--- src/rtl/ff_models_pkg.sv ---
// Shared definitions for the FF_MODELS flop benchmarks: pipeline mode encodings
// and the occupancy-counter width helper.
package ff_models_pkg;

    localparam logic [1:0] MODE_SHIFT = 2'b00;
    localparam logic [1:0] MODE_ROT   = 2'b01;
    localparam logic [1:0] MODE_BCAST = 2'b10;
    localparam logic [1:0] MODE_HOLD  = 2'b11;

    // Bits needed to hold a count of 0..depth inclusive
    function automatic int unsigned cnt_width(input int unsigned depth);
        return $clog2(depth + 1);
    endfunction

endpackage

--- src/rtl/dffenrs_pipe_if.sv ---
// Control/data bundle of the dffenrs_pipe register pipeline; the driver side
// uses master, the pipeline uses slave.
interface dffenrs_pipe_if #(
    parameter int unsigned WIDTH = 8,
    parameter int unsigned DEPTH = 4
);
    import ff_models_pkg::*;

    localparam int unsigned CW = cnt_width(DEPTH);

    logic                     S;
    logic                     E;
    logic [1:0]               mode;
    logic [WIDTH-1:0]         D;
    logic                     vin;
    logic [WIDTH-1:0]         Q;
    logic                     vout;
    logic [WIDTH*DEPTH-1:0]   Qall;
    logic [CW-1:0]            cnt;

    modport master (output S, E, mode, D, vin, input Q, vout, Qall, cnt);
    modport slave  (input S, E, mode, D, vin, output Q, vout, Qall, cnt);

endinterface

--- src/rtl/dffenrs_stage.sv ---
// W-bit register cell with async reset, sync set and enable, in that priority;
// the active clock edge is chosen at elaboration by NEG_CLK.
module dffenrs_stage #(
    parameter int unsigned   W       = 9,
    parameter bit            NEG_CLK = 1'b1,
    parameter logic [W-1:0]  RST_VAL = '0,
    parameter logic [W-1:0]  SET_VAL = '1
) (
    input  logic          clk,
    input  logic          R,
    input  logic          S,
    input  logic          E,
    input  logic [W-1:0]  d,
    output logic [W-1:0]  q
);

    generate
        if (NEG_CLK) begin : g_neg
            always_ff @(negedge clk or posedge R) begin
                if (R)      q <= RST_VAL;
                else if (S) q <= SET_VAL;
                else if (E) q <= d;
            end
        end else begin : g_pos
            always_ff @(posedge clk or posedge R) begin
                if (R)      q <= RST_VAL;
                else if (S) q <= SET_VAL;
                else if (E) q <= d;
            end
        end
    endgenerate

endmodule

--- src/rtl/dffenrs_pipe.sv ---
// WIDTH-bit, DEPTH-stage register pipeline with per-stage valid bits, a
// registered occupancy count and shift/rotate/broadcast/hold modes.
module dffenrs_pipe #(
    parameter int unsigned       WIDTH   = 8,
    parameter int unsigned       DEPTH   = 4,
    parameter bit                NEG_CLK = 1'b1,
    parameter logic [WIDTH-1:0]  RST_VAL = '0,
    parameter logic [WIDTH-1:0]  SET_VAL = '1
) (
    input  logic          clk,
    input  logic          R,
    dffenrs_pipe_if.slave bus
);
    import ff_models_pkg::*;

    localparam int unsigned CW = cnt_width(DEPTH);

    // Each cell holds {valid, data}
    logic [WIDTH:0]            cell_q [DEPTH];
    logic [WIDTH:0]            cell_d [DEPTH];
    logic [CW-1:0]             cnt_q;
    logic [CW-1:0]             cnt_d;
    logic [WIDTH*DEPTH-1:0]    qall;
    logic                      upd_en;

    // HOLD mode is folded into the enable so all cells keep their value
    assign upd_en = bus.E && (bus.mode != MODE_HOLD);

    // Per-stage next value selected by mode
    always_comb begin
        for (int unsigned i = 0; i < DEPTH; i++) cell_d[i] = cell_q[i];
        case (bus.mode)
            MODE_SHIFT: begin
                cell_d[0] = {bus.vin, bus.D};
                for (int unsigned i = 1; i < DEPTH; i++) cell_d[i] = cell_q[i-1];
            end
            MODE_ROT: begin
                cell_d[0] = cell_q[DEPTH-1];
                for (int unsigned i = 1; i < DEPTH; i++) cell_d[i] = cell_q[i-1];
            end
            MODE_BCAST: begin
                for (int unsigned i = 0; i < DEPTH; i++) cell_d[i] = {bus.vin, bus.D};
            end
            default: ;
        endcase
    end

    // Occupancy tracks the valid bits; modular arithmetic keeps shift exact
    always_comb begin
        cnt_d = cnt_q;
        case (bus.mode)
            MODE_SHIFT: cnt_d = cnt_q + CW'(bus.vin) - CW'(cell_q[DEPTH-1][WIDTH]);
            MODE_BCAST: cnt_d = bus.vin ? CW'(DEPTH) : '0;
            default:    ;
        endcase
    end

    generate
        for (genvar g = 0; g < DEPTH; g++) begin : g_stage
            dffenrs_stage #(
                .W       (WIDTH + 1),
                .NEG_CLK (NEG_CLK),
                .RST_VAL ({1'b0, RST_VAL}),
                .SET_VAL ({1'b1, SET_VAL})
            ) u_stage (
                .clk (clk),
                .R   (R),
                .S   (bus.S),
                .E   (upd_en),
                .d   (cell_d[g]),
                .q   (cell_q[g])
            );
        end
    endgenerate

    dffenrs_stage #(
        .W       (CW),
        .NEG_CLK (NEG_CLK),
        .RST_VAL ('0),
        .SET_VAL (CW'(DEPTH))
    ) u_cnt (
        .clk (clk),
        .R   (R),
        .S   (bus.S),
        .E   (upd_en),
        .d   (cnt_d),
        .q   (cnt_q)
    );

    always_comb begin
        qall = '0;
        for (int unsigned i = 0; i < DEPTH; i++) qall[i*WIDTH +: WIDTH] = cell_q[i][WIDTH-1:0];
    end

    assign bus.Q    = cell_q[DEPTH-1][WIDTH-1:0];
    assign bus.vout = cell_q[DEPTH-1][WIDTH];
    assign bus.Qall = qall;
    assign bus.cnt  = cnt_q;

endmodule

--- src/flat_wrapper.sv ---
// flat-port wrapper written by rule: the top's interface ports become plain ports
module dffenrs_pipe_flat import ff_models_pkg::*;
#(
    parameter int unsigned       WIDTH   = 8,
    parameter int unsigned       DEPTH   = 4,
    parameter bit                NEG_CLK = 1'b1,
    parameter logic [WIDTH-1:0]  RST_VAL = '0,
    parameter logic [WIDTH-1:0]  SET_VAL = '1
)
  (clk, R, bus_S, bus_E, bus_mode, bus_D, bus_vin, bus_Q, bus_vout, bus_Qall, bus_cnt);
  dffenrs_pipe_if #(.WIDTH(WIDTH), .DEPTH(DEPTH)) bus_i ();
  input  logic clk;
  input  logic R;
  input wire logic [$bits(bus_i.S)-1:0] bus_S;
  input wire logic [$bits(bus_i.E)-1:0] bus_E;
  input wire logic [$bits(bus_i.mode)-1:0] bus_mode;
  input wire logic [$bits(bus_i.D)-1:0] bus_D;
  input wire logic [$bits(bus_i.vin)-1:0] bus_vin;
  output wire logic [$bits(bus_i.Q)-1:0] bus_Q;
  output wire logic [$bits(bus_i.vout)-1:0] bus_vout;
  output wire logic [$bits(bus_i.Qall)-1:0] bus_Qall;
  output wire logic [$bits(bus_i.cnt)-1:0] bus_cnt;
  assign bus_i.S = bus_S;
  assign bus_i.E = bus_E;
  assign bus_i.mode = bus_mode;
  assign bus_i.D = bus_D;
  assign bus_i.vin = bus_vin;
  assign bus_Q = bus_i.Q;
  assign bus_vout = bus_i.vout;
  assign bus_Qall = bus_i.Qall;
  assign bus_cnt = bus_i.cnt;
  dffenrs_pipe #(.WIDTH(WIDTH), .DEPTH(DEPTH), .NEG_CLK(NEG_CLK), .RST_VAL(RST_VAL), .SET_VAL(SET_VAL)) u_core (.clk(clk), .R(R), .bus(bus_i));
endmodule
--- config.mk ---
export PLATFORM = sky130hd
export DESIGN_NAME = dffenrs_pipe_flat
export DESIGN_NICKNAME = d
export VERILOG_FILES = /design/src/rtl/ff_models_pkg.sv /design/src/rtl/dffenrs_pipe_if.sv /design/src/rtl/dffenrs_stage.sv /design/src/rtl/dffenrs_pipe.sv /design/src/flat_wrapper.sv
export SDC_FILE = /design/constraint.sdc
export NUM_CORES = 1
export LEC_CHECK = 0
export CAP_MARGIN = 10
export CORE_MARGIN = 2
export CORE_UTILIZATION = 49
export CTS_CLUSTER_SIZE = 14
export DETAILED_ROUTE_END_ITERATION = 10
export PLACE_DENSITY = 0.8
export SLEW_MARGIN = 20
export SYNTH_ARGS = -nofsm -noshare
export SYNTH_HDL_FRONTEND = slang
export SYNTH_SLANG_ARGS = --single-unit
export TNS_END_PERCENT = 1
--- constraint.sdc ---
create_clock -name clk -period 3 [get_ports clk]
set_input_delay 0.75 -clock clk [delete_from_list [all_inputs] [get_ports clk]]
set_output_delay 0.75 -clock clk [all_outputs]
set_load 0.1 [all_outputs]
## After elaboration in Yosys (flattened, before gate mapping)

Cells that the tools add are included.

- Input port bits: 15
- Register bits after elaboration: 39
- Output and inout bits: 44
- Word-level logic and storage cells: 30

- Eq/ne operators: 3
- Muxes and demuxes: 13
- Reduce and logical (&&, ||, !) cells: 7
- $add $sub $neg: 2

Operator list:

| kind | count |
|---|---|
| $pmux W36 S3 | 1 |
| $mux W9 | 8 |
| $mux W3 | 3 |
| $pmux W3 S2 | 1 |
| $reduce_and A2 Y1 | 2 |
| $reduce_bool A4 Y1 | 1 |
| $add A3 B1 Y3 | 1 |
| $reduce_bool A3 Y1 | 1 |
| $sub A3 B1 Y3 | 1 |
| $eq A2 B1 Y1 const B | 1 |
| $eq A2 B2 Y1 const B | 1 |
| $logic_not A2 Y1 | 1 |
| $ne A2 B2 Y1 const B | 1 |
| $reduce_bool A2 Y1 | 1 |
| $logic_and A1 B1 Y1 | 1 |

## Logic depth before layout (Yosys ltp)

- Depth in word-level cells: 5
- Gate-level depth with buffers: 9
- Depth with buffers taken out: 9

## Cells and area by module

A second synthesis with hierarchy kept.

- Cell total of the unflattened synthesis: 285
- Area, all modules: 2,519.9 um^2

By module, submodules not included:

| module | seq. area each (um^2) | area an instance (um^2) | cells an instance | instances |
|---|---|---|---|---|
| dffenrs_stage at u_core.g_stage[0].u_stage ... | 225.2 | 380.4 | 30 | 4 |
| dffenrs_pipe | 0.0 | 877.1 | 155 | 1 |
| dffenrs_stage at u_core.u_cnt | 75.1 | 121.4 | 10 | 1 |

==> metrics.yaml <==
detailed_routing:
  post_drt_wl_per_cell_um: 19.59
  drc: 0
  drtAntennaViolNets: 0
  wl_um: 6757
  vias: 2188
  vias_per_cell: 6.342
  drt_pre_antenna_iters: 5
  drtIter0Drc: 315
final_layout:
  area_delta_synth_final_pct: 56.95
  antenna-diode-count: 0
  drive_gt1_frac: 0.4467
  nFillCells: 273
  layout_commonest_cell: "buf_12"
  fin_nets: 312
  finalInstanceArea_um2: 3704
  final_cell_mix: "buf_12 (50), dfrtn_1 (39), o211ai_1 (36)"
sta:
  relSlewSlack: 0.7953
  clock_skew_ns: 0.003870
  timing.final.max_slew_violations: 0
  rsz0062_at_grt: "yes"
  setup_ws_ns: -0.4454
  final-hold-violation-count: 0
  tns_ns: -24.82
  setup_violations: 83
  worstMarginPinSlew_ns: 0.3071
status:
  violations: "negative setup slack"
  outcome: "finished with violations"
logic_synthesis:
  syn_area_per_cell_um2: 9.364
  netlist_top_cells_area: "dfrtn_1 (41%), buf_4 (13%), o211ai_1 (11%)"
  synthCells: 252
  syn-cell-area_um2: 2360
  synth_top_area_frac: 0.4136
  ys_seq_elements: 39
  ys_types: 24
  synth.largest_area_cell: "dfrtn_1"
  yosys_warnings: 0
  synth_sequential_area_ratio: 0.4136
  async_reset_ff_frac: 1.000
  syn-num-nets: 274
  synth-main-ff-cell: "dfrtn_1"
  synth_edf_count: 0
clock_network:
  cts-htree-levels: 2
  cts_root_buffer: "clkbuf_8"
  numCtsBuffers: 5
  cts.sinks: 39
  clk_latency_ns: 0.30
  clk_pin_slew_ns: 0.05
  clock_path_buffers: 2
  cts_tree: "built"
power:
  power.density_nw_per_um2: 559.2
  irDropWorstVdd_mv: 0.2854
  fin_total_pwr_uw: 2071
  power.leakage_uw: 0.001473
placement:
  place_ws_ns: -1.350
  portBuffers: 58
  place_area_um2: 3386
  hpwlAfterDp_um: 4379
  routabilityCongestion: 0.8420
critical_path:
  critPathCaptureType: "register"
  crit_arrival_ns: 2.10
  required_ns: 1.65
  crit_type: "input pin to register"
  cp_max_fo: 2
  worstSetupStartpointType: "input pin"
die:
  die_w_um: 73.40
  die_y_um: 73.40
  start_util: 0.5029
  core_um2: 4692
  num_io_pins: 59
  num_rows: 25
  die_area_um2: 5387
global_route:
  antenna_found_initial: 0
  grt_pass1_vias: 2217
  grt_overflow: 0
  track_usage: 0.2695
  grt_first_pass_wirelength_um: 10910
  grt_max_degree: 40
flow_run:
  max-cap-violations: 0
worst_hold_path:
  hold_class: "register to register"
==> through the flow <==
stage / std cells / hold WS (ns) / util
after floorplan: 252 / 0.4675 / -
final: 345 / 0.5211 / 0.7893
after detailed placement: 336 / 0.5203 / 0.7216
after global routing: 345 / 0.5278 / 0.7893
after global placement: 336 / 0.4822 / 0.7216
after CTS: 345 / 0.4886 / 0.7757
==> power by group <==
| part | internal [µW] | switching, µW |
|---|---|---|
| Combinational | 369 | 603 |
| Clock | 248 | 198 |
| Sequential | 577 | 76.4 |
==> worst max-delay path, stage by stage <==
cell and delay (ns):
buf_8 0.08, ha_4 0.12, inv_2 0.03, fa_2 0.34
xnor2_2 0.15, or4_1 0.42, a31o_1 0.20
==> final timing paths <==
kind | slack, ns | from | depth (start not counted) | to
hold / removal | 0.52 | u_core.g_stage[2].u_stage.q[8]$_DFFE_NP0P_ | 2 | u_core.g_stage[2].u_stage.q[8]$_DFFE_NP0P_
min in group asynchronous | 2.19 | R | 3 | u_core.g_stage[2].u_stage.q[1]$_DFFE_NP0P_
hold reg to reg | 0.52 | u_core.g_stage[2].u_stage.q[8]$_DFFE_NP0P_ | 2 | u_core.g_stage[2].u_stage.q[8]$_DFFE_NP0P_
max in group asynchronous | 0.59 | R | 3 | u_core.u_cnt.q[0]$_DFFE_NP0P_
setup reg to reg | 0.62 | u_core.u_cnt.q[0]$_DFFE_NP0P_ | 9 | u_core.u_cnt.q[2]$_DFFE_NP0P_
setup / recovery | -0.45 | bus_vin | 7 | u_core.u_cnt.q[2]$_DFFE_NP0P_
==> registers in the layout, summed over array words and instances, names as in the netlist <==
register,flops
u_core.g_stage.u_stage.q,36
u_core.u_cnt.q,3
==> cells by family after synthesis <==
kind of cell | share of synthesized area
simple gates | 0.05567
flops | 0.4136
fa+ha+maj | 0.04030
buf+inv | 0.1824
xor+xnor | 0.003712
compound gates | 0.3043
==> cells in the mapped netlist, types with 2 or more instances <==
library cell,n
o211ai_1,36
o21ai_0,38
and3_1,9
nor2_1,3
a32oi_1,10
a21oi_1,29
buf_2,8
ha_1,6
clkbuf_1,11
or4_1,2
dfrtn_1,39
nand2b_1,3
inv_1,7
buf_4,41
==> layer usage <==
layer	up-vias	track usage	wire (µm)
met5	-	0	0
met4	0	0.1232	229
met3	26	0.06173	483
met2	137	0.4505	3524
met1	1055	0.3310	2521
li1	970	-	-
==> area by class of cell <==
type / instances / area, µm² / share of cell area
repair buffers: 92 / 1374 / 0.3709
multi-input cells: 144 / 1144 / 0.3088
flip-flops and latches: 39 / 975.9 / 0.2635
clock buffers: 5 / 68.82 / 0.01858
well taps: 54 / 67.56 / 0.01824
clock inverters: 3 / 43.79 / 0.01182
inverters: 8 / 30.03 / 0.008108
==> timing repair <==
action | CTS | global route
pin swaps | 10 | 2
hold buffers | 0 | 0
endpoints found under the setup margin | 83 | 83
buffers inserted | 1 | 0
gates resized for setup | 57 | 22
No activity file was read; power rests on OpenSTA's default activity.
